### config.mk
export PLATFORM = sky130hd
export DESIGN_NAME = pipe_stage_skid
export DESIGN_NICKNAME = d
export VERILOG_FILES = /design/src/rtl/pipe_stage_skid.sv
export SDC_FILE = /design/constraint.sdc
export NUM_CORES = 1
export LEC_CHECK = 0
export BUFFER_PORTS_ARGS = -buffer_cell sky130_fd_sc_hd__buf_2
export CORE_MARGIN = 2
export CORE_UTILIZATION = 48
export CTS_CLUSTER_SIZE = 8
export DETAILED_ROUTE_END_ITERATION = 10
export GPL_TIMING_DRIVEN = 0
export PLACE_DENSITY = 0.77
export SLEW_MARGIN = 10
export SYNTH_ARGS = -nofsm -noshare
export SYNTH_HDL_FRONTEND = slang
export SYNTH_SLANG_ARGS = --single-unit
### constraint.sdc
create_clock -name CLK -period 1.7 [get_ports CLK]
set_input_delay 0.255 -clock CLK [delete_from_list [all_inputs] [get_ports CLK]]
set_output_delay 0.255 -clock CLK [all_outputs]
set_load 0.01 [all_outputs]
### src/rtl/pipe_stage_skid.sv
// Valid/ready pipeline stage with an optional skid entry, a sticky halt flag
// and a saturating downstream bubble counter.
module pipe_stage_skid #(
  parameter int unsigned DATA_W  = 128,
  parameter int unsigned SKID_EN = 1,
  parameter int unsigned CNT_W   = 16
) (
  input  logic              CLK,
  input  logic              nRST,
  input  logic              en,
  input  logic              flush,
  input  logic              in_valid,
  output logic              in_ready,
  input  logic [DATA_W-1:0] in_data,
  input  logic              in_halt,
  output logic              out_valid,
  input  logic              out_ready,
  output logic [DATA_W-1:0] out_data,
  output logic              out_halt,
  output logic              halted,
  output logic [1:0]        occ,
  output logic [CNT_W-1:0]  bubble_cnt
);

  typedef enum logic [1:0] {
    EMPTY = 2'd0,
    ONE   = 2'd1,
    TWO   = 2'd2
  } state_t;

  state_t            state;
  state_t            state_nx;
  logic [DATA_W-1:0] skid_data;
  logic              skid_halt;
  logic              rdy_q;
  logic              halted_nx;
  logic              acc;
  logic              deq;

  assign out_valid = en & (state != EMPTY);
  assign occ       = 2'(state);

  // Skid build: ready comes from a register, never from out_ready.
  assign in_ready = (SKID_EN != 0) ? (rdy_q & en & ~flush)
                                   : (en & ~halted & ~flush & (~out_valid | out_ready));

  assign acc = in_valid & in_ready;
  assign deq = out_valid & out_ready & ~flush;

  // Next occupancy and halt flag; flush wins over accept and dequeue.
  always_comb begin
    state_nx  = state;
    halted_nx = halted;
    if (en) begin
      if (deq && out_halt) halted_nx = 1'b1;
      if (flush) begin
        state_nx = EMPTY;
      end else begin
        case (state)
          EMPTY: if (acc) state_nx = ONE;
          ONE: begin
            if (acc && !deq)      state_nx = TWO;
            else if (!acc && deq) state_nx = EMPTY;
          end
          TWO:     if (deq) state_nx = ONE;
          default: state_nx = EMPTY;
        endcase
      end
    end
  end

  always_ff @(posedge CLK) begin
    if (!nRST) begin
      state      <= EMPTY;
      rdy_q      <= 1'b0;
      halted     <= 1'b0;
      bubble_cnt <= '0;
      out_data   <= '0;
      out_halt   <= 1'b0;
      skid_data  <= '0;
      skid_halt  <= 1'b0;
    end else if (en) begin
      state  <= state_nx;
      halted <= halted_nx;
      rdy_q  <= (state_nx != TWO) & ~halted_nx;
      if (out_ready && !out_valid && bubble_cnt != '1)
        bubble_cnt <= bubble_cnt + CNT_W'(1);
      // Head loads directly when empty or when draining in the same cycle.
      if (!flush) begin
        if (acc && (state == EMPTY || deq)) begin
          out_data <= in_data;
          out_halt <= in_halt;
        end else if (acc) begin
          skid_data <= in_data;
          skid_halt <= in_halt;
        end else if (deq && state == TWO) begin
          out_data <= skid_data;
          out_halt <= skid_halt;
        end
      end
    end
  end

endmodule

==> results of run 1 <==
## cell usage in the layout, fill, tap and decap left out, drive strengths merged, types with 3 or more instances in the layout
| cell | instances |
|---|---|
| a31oi | 132 |
| mux2i | 6 |
| clkbuf | 110 |
| and2 | 4 |
| or4 | 6 |
| o31ai | 137 |
| nand4 | 4 |
| nor2 | 6 |
| nand3 | 7 |
| nor3 | 4 |
| inv | 4 |
| and3 | 3 |
| dlygate4sd3 | 75 |
| dfxtp | 278 |
| a21oi | 138 |
| nand2 | 527 |
| and4 | 4 |
| buf | 355 |
| nand2b | 6 |
## metrics by stage
step	util (%)	setup slack [ps]	TNS (ps)
final	66.5	12.9	0
after global routing	66.5	-30.3	-600
after CTS	64.9	-4.85	-4.85
after detailed placement	56.3	-730	-129560
after global placement	56.3	-762	-128430
after floorplan	-	9.99	0
## routing by layer
metal	vias up	part of all wire [%]
met5	-	0
met4	0	4.2
met3	105	7.9
met2	507	47
met1	5552	41
li1	5796	-
## cells by family after synthesis
logic type / Yosys count / share of synthesized area (%)
AO/OA/AOI/OAI: 418 / 23.5
AND/OR/NAND/NOR: 586 / 21.1
buffers and inverters: 137 / 5.34
flip-flops: 278 / 49.4
multiplexers: 6 / 0.533
adder cells (fa/ha/maj): 1 / 0.111
## how the worst min path moves through the flow
stage | from | end | slack, ps | cells after the start
after floorplan | in_data[0] | skid_data[0] | 390 | 2
after global placement | skid_data[71] | skid_data[71] | 440 | 2
after detailed placement | skid_data[119] | skid_data[119] | 450 | 2
after CTS | in_data[54] | skid_data[54] | 0.03 | 3
after global routing | in_data[109] | skid_data[109] | 3 | 3
final | in_data[2] | skid_data[2] | 8 | 3
## cell type report
cell class	count	area, um2
Fill cell	1922	7780
Sequential cell	278	5590
Multi-Input combinational cell	1012	5340
Timing Repair Buffer	370	2270
Clock buffer	42	1010
Buffer	128	833
Tap cell	319	399
Clock inverter	2	25.0
Inverter	4	15.0
Antenna cell	2	5.00
## critical path, stage by stage (launching register included)
cell and delay, ps:
dfxtp_4 360, or2_4 300, and2_1 140, buf_2 130
## timing repair
action,in CTS,in global routing
hold buffers,75,0
resized for setup,87,111
pin swaps,3,10
hold endpoints to repair,81,0
setup endpoints to repair,251,239
setup buffers,3,8
gates cloned,1,2
## sequential cells by signal, indices dropped and copies added (netlist names)
name,cells
rdy_q,1
occ,2
out_data,128
bubble_cnt,16
out_halt,1
halted,1
skid_halt,1
skid_data,128
## power breakdown
group / internal, uW / switching (uW) / total, uW / leakage [uW]
Sequential: 6660 / 80.1 / 6740 / 0.00225
Combinational: 519 / 628 / 1150 / 0.00351
Clock: 4150 / 2670 / 6810 / 0.000507
Total: 11300 / 3370 / 14700 / 0.00627
==> metrics.md, run 1 <==
| Metric | Value |
|---|---|
| CTS Buf Count | 40 |
| Nets | 1970 |
| Netlist cell types | 45 |
| Post-synth EDFFs | 0 |
| Placed insts | 2027 |
| Tot Pwr | 14700 uW |
| GRT met2 Usage | 46.6% |
| Required @ worst endpoint | 1440 ps |
| Initial antenna violation count | 2 |
| Final Hold Fails | 0 |
| DP Wirelength | 23600 um |
| Reg clk slew, reported paths | 50 ps |
| RSZ-0062 raised after global routing | yes |
| Buffers on Ports | 282 |
| DRT antenna net count | 0 |
| GR Util met3 | 4.87% |
| Post-Synthesis Cells | 1426 |
| Clock Tree Root | clkbuf_16 |
| Top Usage Layer GRT | met2 |
| Critical path startpoint category | flop |
| CTS sink cnt | 278 |
| Vias in the first global route | 11159 |
| IO Pins | 285 |
| Max-slew violations | 0 |
| Leakage power | 0.00627 uW |
| CP Launch Point | occ[1] |
| Met1 usage in global routing | 36.4% |
| Most frequent cell after synthesis | nand2_1 |
| Post-synth top cells | 526 x nand2_1, 278 x dfxtp_1, 137 x a21oi_1, 137 x o31ai_1, 132 x a31oi_1 |
| Synthesized cell area | 11300 um2 |
| Crit share post-route | 99.2% |
| Vias/cell | 5.54 |
| Row cnt | 56 |
| Initial DRC count | 718 |
| Clock buffer depth | 3 |
| Post-Place Cell Area | 13100 um2 |
| Sequential area share after synthesis | 49.4% |
| GR Util All Layers | 28.1% |
| Max-cap violation count | 0 |
| Maximum VDD drop | 0.813 mV |
| Async set or reset register ratio after synthesis | 0% |
| Fin crit period | 1690 ps |
| Cell taking the most area after synthesis | dfxtp_1 |
| Routed length per instance | 17.0 um |
| CTS tree | yes |
| Vias | 11960 |
| Non-Filler Instances | 2157 |
| Worst reg-to-reg path cell count | 6 |
| Initial Util | 48.4% |
| Hold Crit Class | in2reg |
| Total wire length | 36700 um |
| Share of cells above drive strength 1 | 26.5% |
| Synth area leaders | dfxtp_1 49%, nand2_1 18%, o31ai_1 9.1%, a31oi_1 7.3%, a21oi_1 6.1% |
| CP max FO | 7 |
| Layout area overhead | 37.4% |
| Syn Area/Cell | 7.90 um2 |
| Main flop type after synthesis | dfxtp_1 |
| Remaining DRCs | 0 |
| Setup Crit Path Kind | reg2out |
| Status | finished, final reports clean |
| Initial DRT Pass Iterations | 5 |
| Grt ovf | 0 |
| Yosys warns | 0 |
| Worst-skew pair later-pin latency | 510 ps |
| Worst Max-Slew Pin Slew | 645 ps |
| Core area | 23300 um2 |
| Clk_skew | 14.4 ps |
| First-pass GRT wire length | 56100 um |
| Critical Path AT | 1430 ps |
| Setup violations, final | 0 |
| Max frequency | 0.593 GHz |
| Post-route cell area | 15500 um2 |
| CP endpoint | out_valid |
| GPL Wtd Cong | 0.838 |
| Yosys top cell area share | 49.4% |
| Syn Nets | 1562 |
| Die Y | 157 um |
| Largest net degree at the start of global routing | 11 |
| Total die area | 24700 um2 |
| Pwr dens | 949 nW/um2 |
| R2r startpoint | rdy_q |
| Hold_ws | 7.53 ps |
| H-tree depth | 2 |
| Worst flop-to-flop path endpoint | skid_data[84] |
| Die X | 157 um |
| Slew headroom | 57.0% |
| Critical Path Sink Type | output pin |
| Synthesized flop and latch total | 278 |
| R2R Setup Slk | 20 ps |
No activity file was read; power rests on OpenSTA's default activity.
==> run 2, diff against run 1 <==
- CORE_MARGIN: 2 -> not set
==> run 2 against run 1 <==
Net effect: the flow now finishes with violations (setup timing); sequential share of layout area fell by 0.93 points; cell count rose by 0.56%; maximum frequency fell by 4.0%; critical path depth rose by 3; highest routed layer unchanged; wire length rose by 2.3%; die area fell by 2.5%; sequential power barely moved; global-route usage rose by 1.3 points; largest cell class unchanged.
==> metrics.md, run 2 (synthesis results as in run 1) <==
| Metric | Value |
|---|---|
| Vias | 12161 |
| CTS Buf Count | 40 |
| Nets | 1986 |
| RSZ-0062 raised after global routing | yes |
| Vias/cell | 5.61 |
| Max-cap violation count | 0 |
| Setup ws final | -57.6 ps |
| Initial DRT Pass Iterations | 5 |
| Clk_skew | 21.8 ps |
| Most frequent cells in the layout | 526 x nand2_1, 304 x buf_2, 271 x dfxtp_1 |
| Worst Hold Launch | in_data[96] |
| R2R Setup Slk | -60 ps |
| Status | finished, violations left |
| Required @ worst endpoint | 2080 ps |
| Sequential Power Share | 44.9% |
| Clock Tree Root | clkbuf_16 |
| Routed length per instance | 17.3 um |
| Worst Max-Slew Pin Slew | 894 ps |
| Clock share of power | 47.1% |
| Leakage power | 0.00634 uW |
| Fin crit period | 1760 ps |
| First-pass GRT wire length | 57200 um |
| CTS sink cnt | 278 |
| CP max FO | 10 |
| Total wire length | 37600 um |
| Core area | 22800 um2 |
| Crit share post-route | 103% |
| DRT antenna net count | 0 |
| Maximum VDD drop | 0.641 mV |
| WHS Endpoint | skid_data[96] |
| Largest net degree at the start of global routing | 20 |
| Row cnt | 55 |
| Critical Path AT | 2140 ps |
| Share of cells above drive strength 1 | 28.2% |
| Max-slew violations | 0 |
| Critical Path Sink Type | flop |
| Psw | 3450 uW |
| Grt ovf | 0 |
| CP Launch Point | rdy_q |
| GR Util All Layers | 29.4% |
| Initial antenna violation count | 4 |
| Place WS | -749 ps |
| Post-Place Cell Area | 13100 um2 |
| Clock buffer depth | 3 |
| Total die area | 24100 um2 |
| Worst reg-to-reg path cell count | 6 |
| Buffers on Ports | 282 |
| Critical path startpoint category | flop |
| Vias in the first global route | 11345 |
| Setup Crit Path Kind | reg2reg |
| CTS tree | yes |
| Largest regs | out_data: 128 flops, skid_data: 128 flops, bubble_cnt: 16 flops |
| Slew headroom | 40.4% |
| Max frequency | 0.569 GHz |
| Combinational share of power | 8.0% |
| Post-route cell area | 15900 um2 |
| Non-Filler Instances | 2169 |
| Reg clk slew, reported paths | 50 ps |
| Worst flop-to-flop path endpoint | out_data[31] |
| Commonest non-fill, non-tap cell in the layout | nand2_1 |
| Worst-skew pair later-pin latency | 520 ps |
| R2r startpoint | rdy_q |
| Placed insts | 2021 |
| Layout area overhead | 41.0% |
| GPL Wtd Cong | 0.857 |
| Setup violations, final | 1 |
| Pwr dens | 946 nW/um2 |
| DP Wirelength | 23400 um |
| Remaining DRCs | 0 |
| IO Pins | 285 |
| FILL cells | 1790 |
| Hold Crit Class | in2reg |
| H-tree depth | 2 |
| Hold depth | 3 |
| Switch share | 23.0% |
| Die Y | 155 um |
| Die X | 155 um |
| Final Hold Fails | 0 |
| Initial DRC count | 750 |
| Initial Util | 49.3% |
| Internal power | 11600 uW |
| Failing checks | setup timing |
-- run 2: changes by cell type in the layout (fill, tap and decap cells not counted), moves of 12 or more --
cell / delta
dlygate4sd3_1: +14
o31ai_1: -19
a31oi_2: +12
a31oi_1: -14
o31ai_2: +16
-- run 2: how the worst max path moves through the flow --
stage | to | cells past startpoint
after floorplan | bubble_cnt[7] | 6
after global routing | out_data[31] | 6
after global placement | out_data[94] | 7
final | out_data[31] | 6
after CTS | out_valid | 3
after detailed placement | out_data[99] | 7
-- run 2: metal layers --
metal	vias up	global-route usage (%)	routed length (um)
li1	5831	-	-
met1	5710	36.4	15600
met2	510	50.1	18200
met3	110	5.79	2460
met4	0	11.9	1360
met5	-	0	0
-- run 2: cell type report --
class / instances / area [um2] / share of cell area, %
well taps: 313 / 392 / 2.47
clock buffers: 43 / 1060 / 6.71
clock inverters: 1 / 16.3 / 0.102
diodes: 4 / 10.0 / 0.0630
plain buffers: 128 / 817 / 5.15
multi-input cells: 1011 / 5560 / 35.0
repair buffers: 387 / 2420 / 15.2
inverters: 4 / 15.0 / 0.0946
flip-flops and latches: 278 / 5580 / 35.2
-- run 2: timing repair --
action | in CTS | in global routing
cloned | 1 | 2
setup buffers | 4 | 9
hold buffers | 89 | 0
resized for setup | 87 | 138
pin swaps | 5 | 12
endpoints found under the hold margin | 94 | 0
endpoints found under the setup margin | 243 | 245
-- run 2: per-stage QoR --
stage	setup TNS, ps	hold WS, ps	utilization (%)	power (uW)
5_1_grt	-429	6.58	69.5	15500
4_1_cts	0	0.343	66.9	15000
3_5_place_dp	-126200	447	57.3	7780
6_report	-57.6	4.73	69.5	15000
3_3_place_gp	-120320	442	57.3	7770
2_1_floorplan	0	391	-	7290
-- run 2: power groups by stage --
stage               registers (uW)  logic [uW]  clock network, uW
detailed placement            6860         914                  0
global route                  6750        1290               7420
floorplan                     6910         377                  0
CTS                           6740        1110               7140
global placement              6860         906                  0
finish                        6750        1210               7070
-- run 2: critical path, stage by stage (launching register included) --
cell,delay (ps)
dfxtp_2,340
and2_1,180
o211a_4,290
buf_6,180
clkbuf_4,210
o31ai_1,320
a31oi_1,110
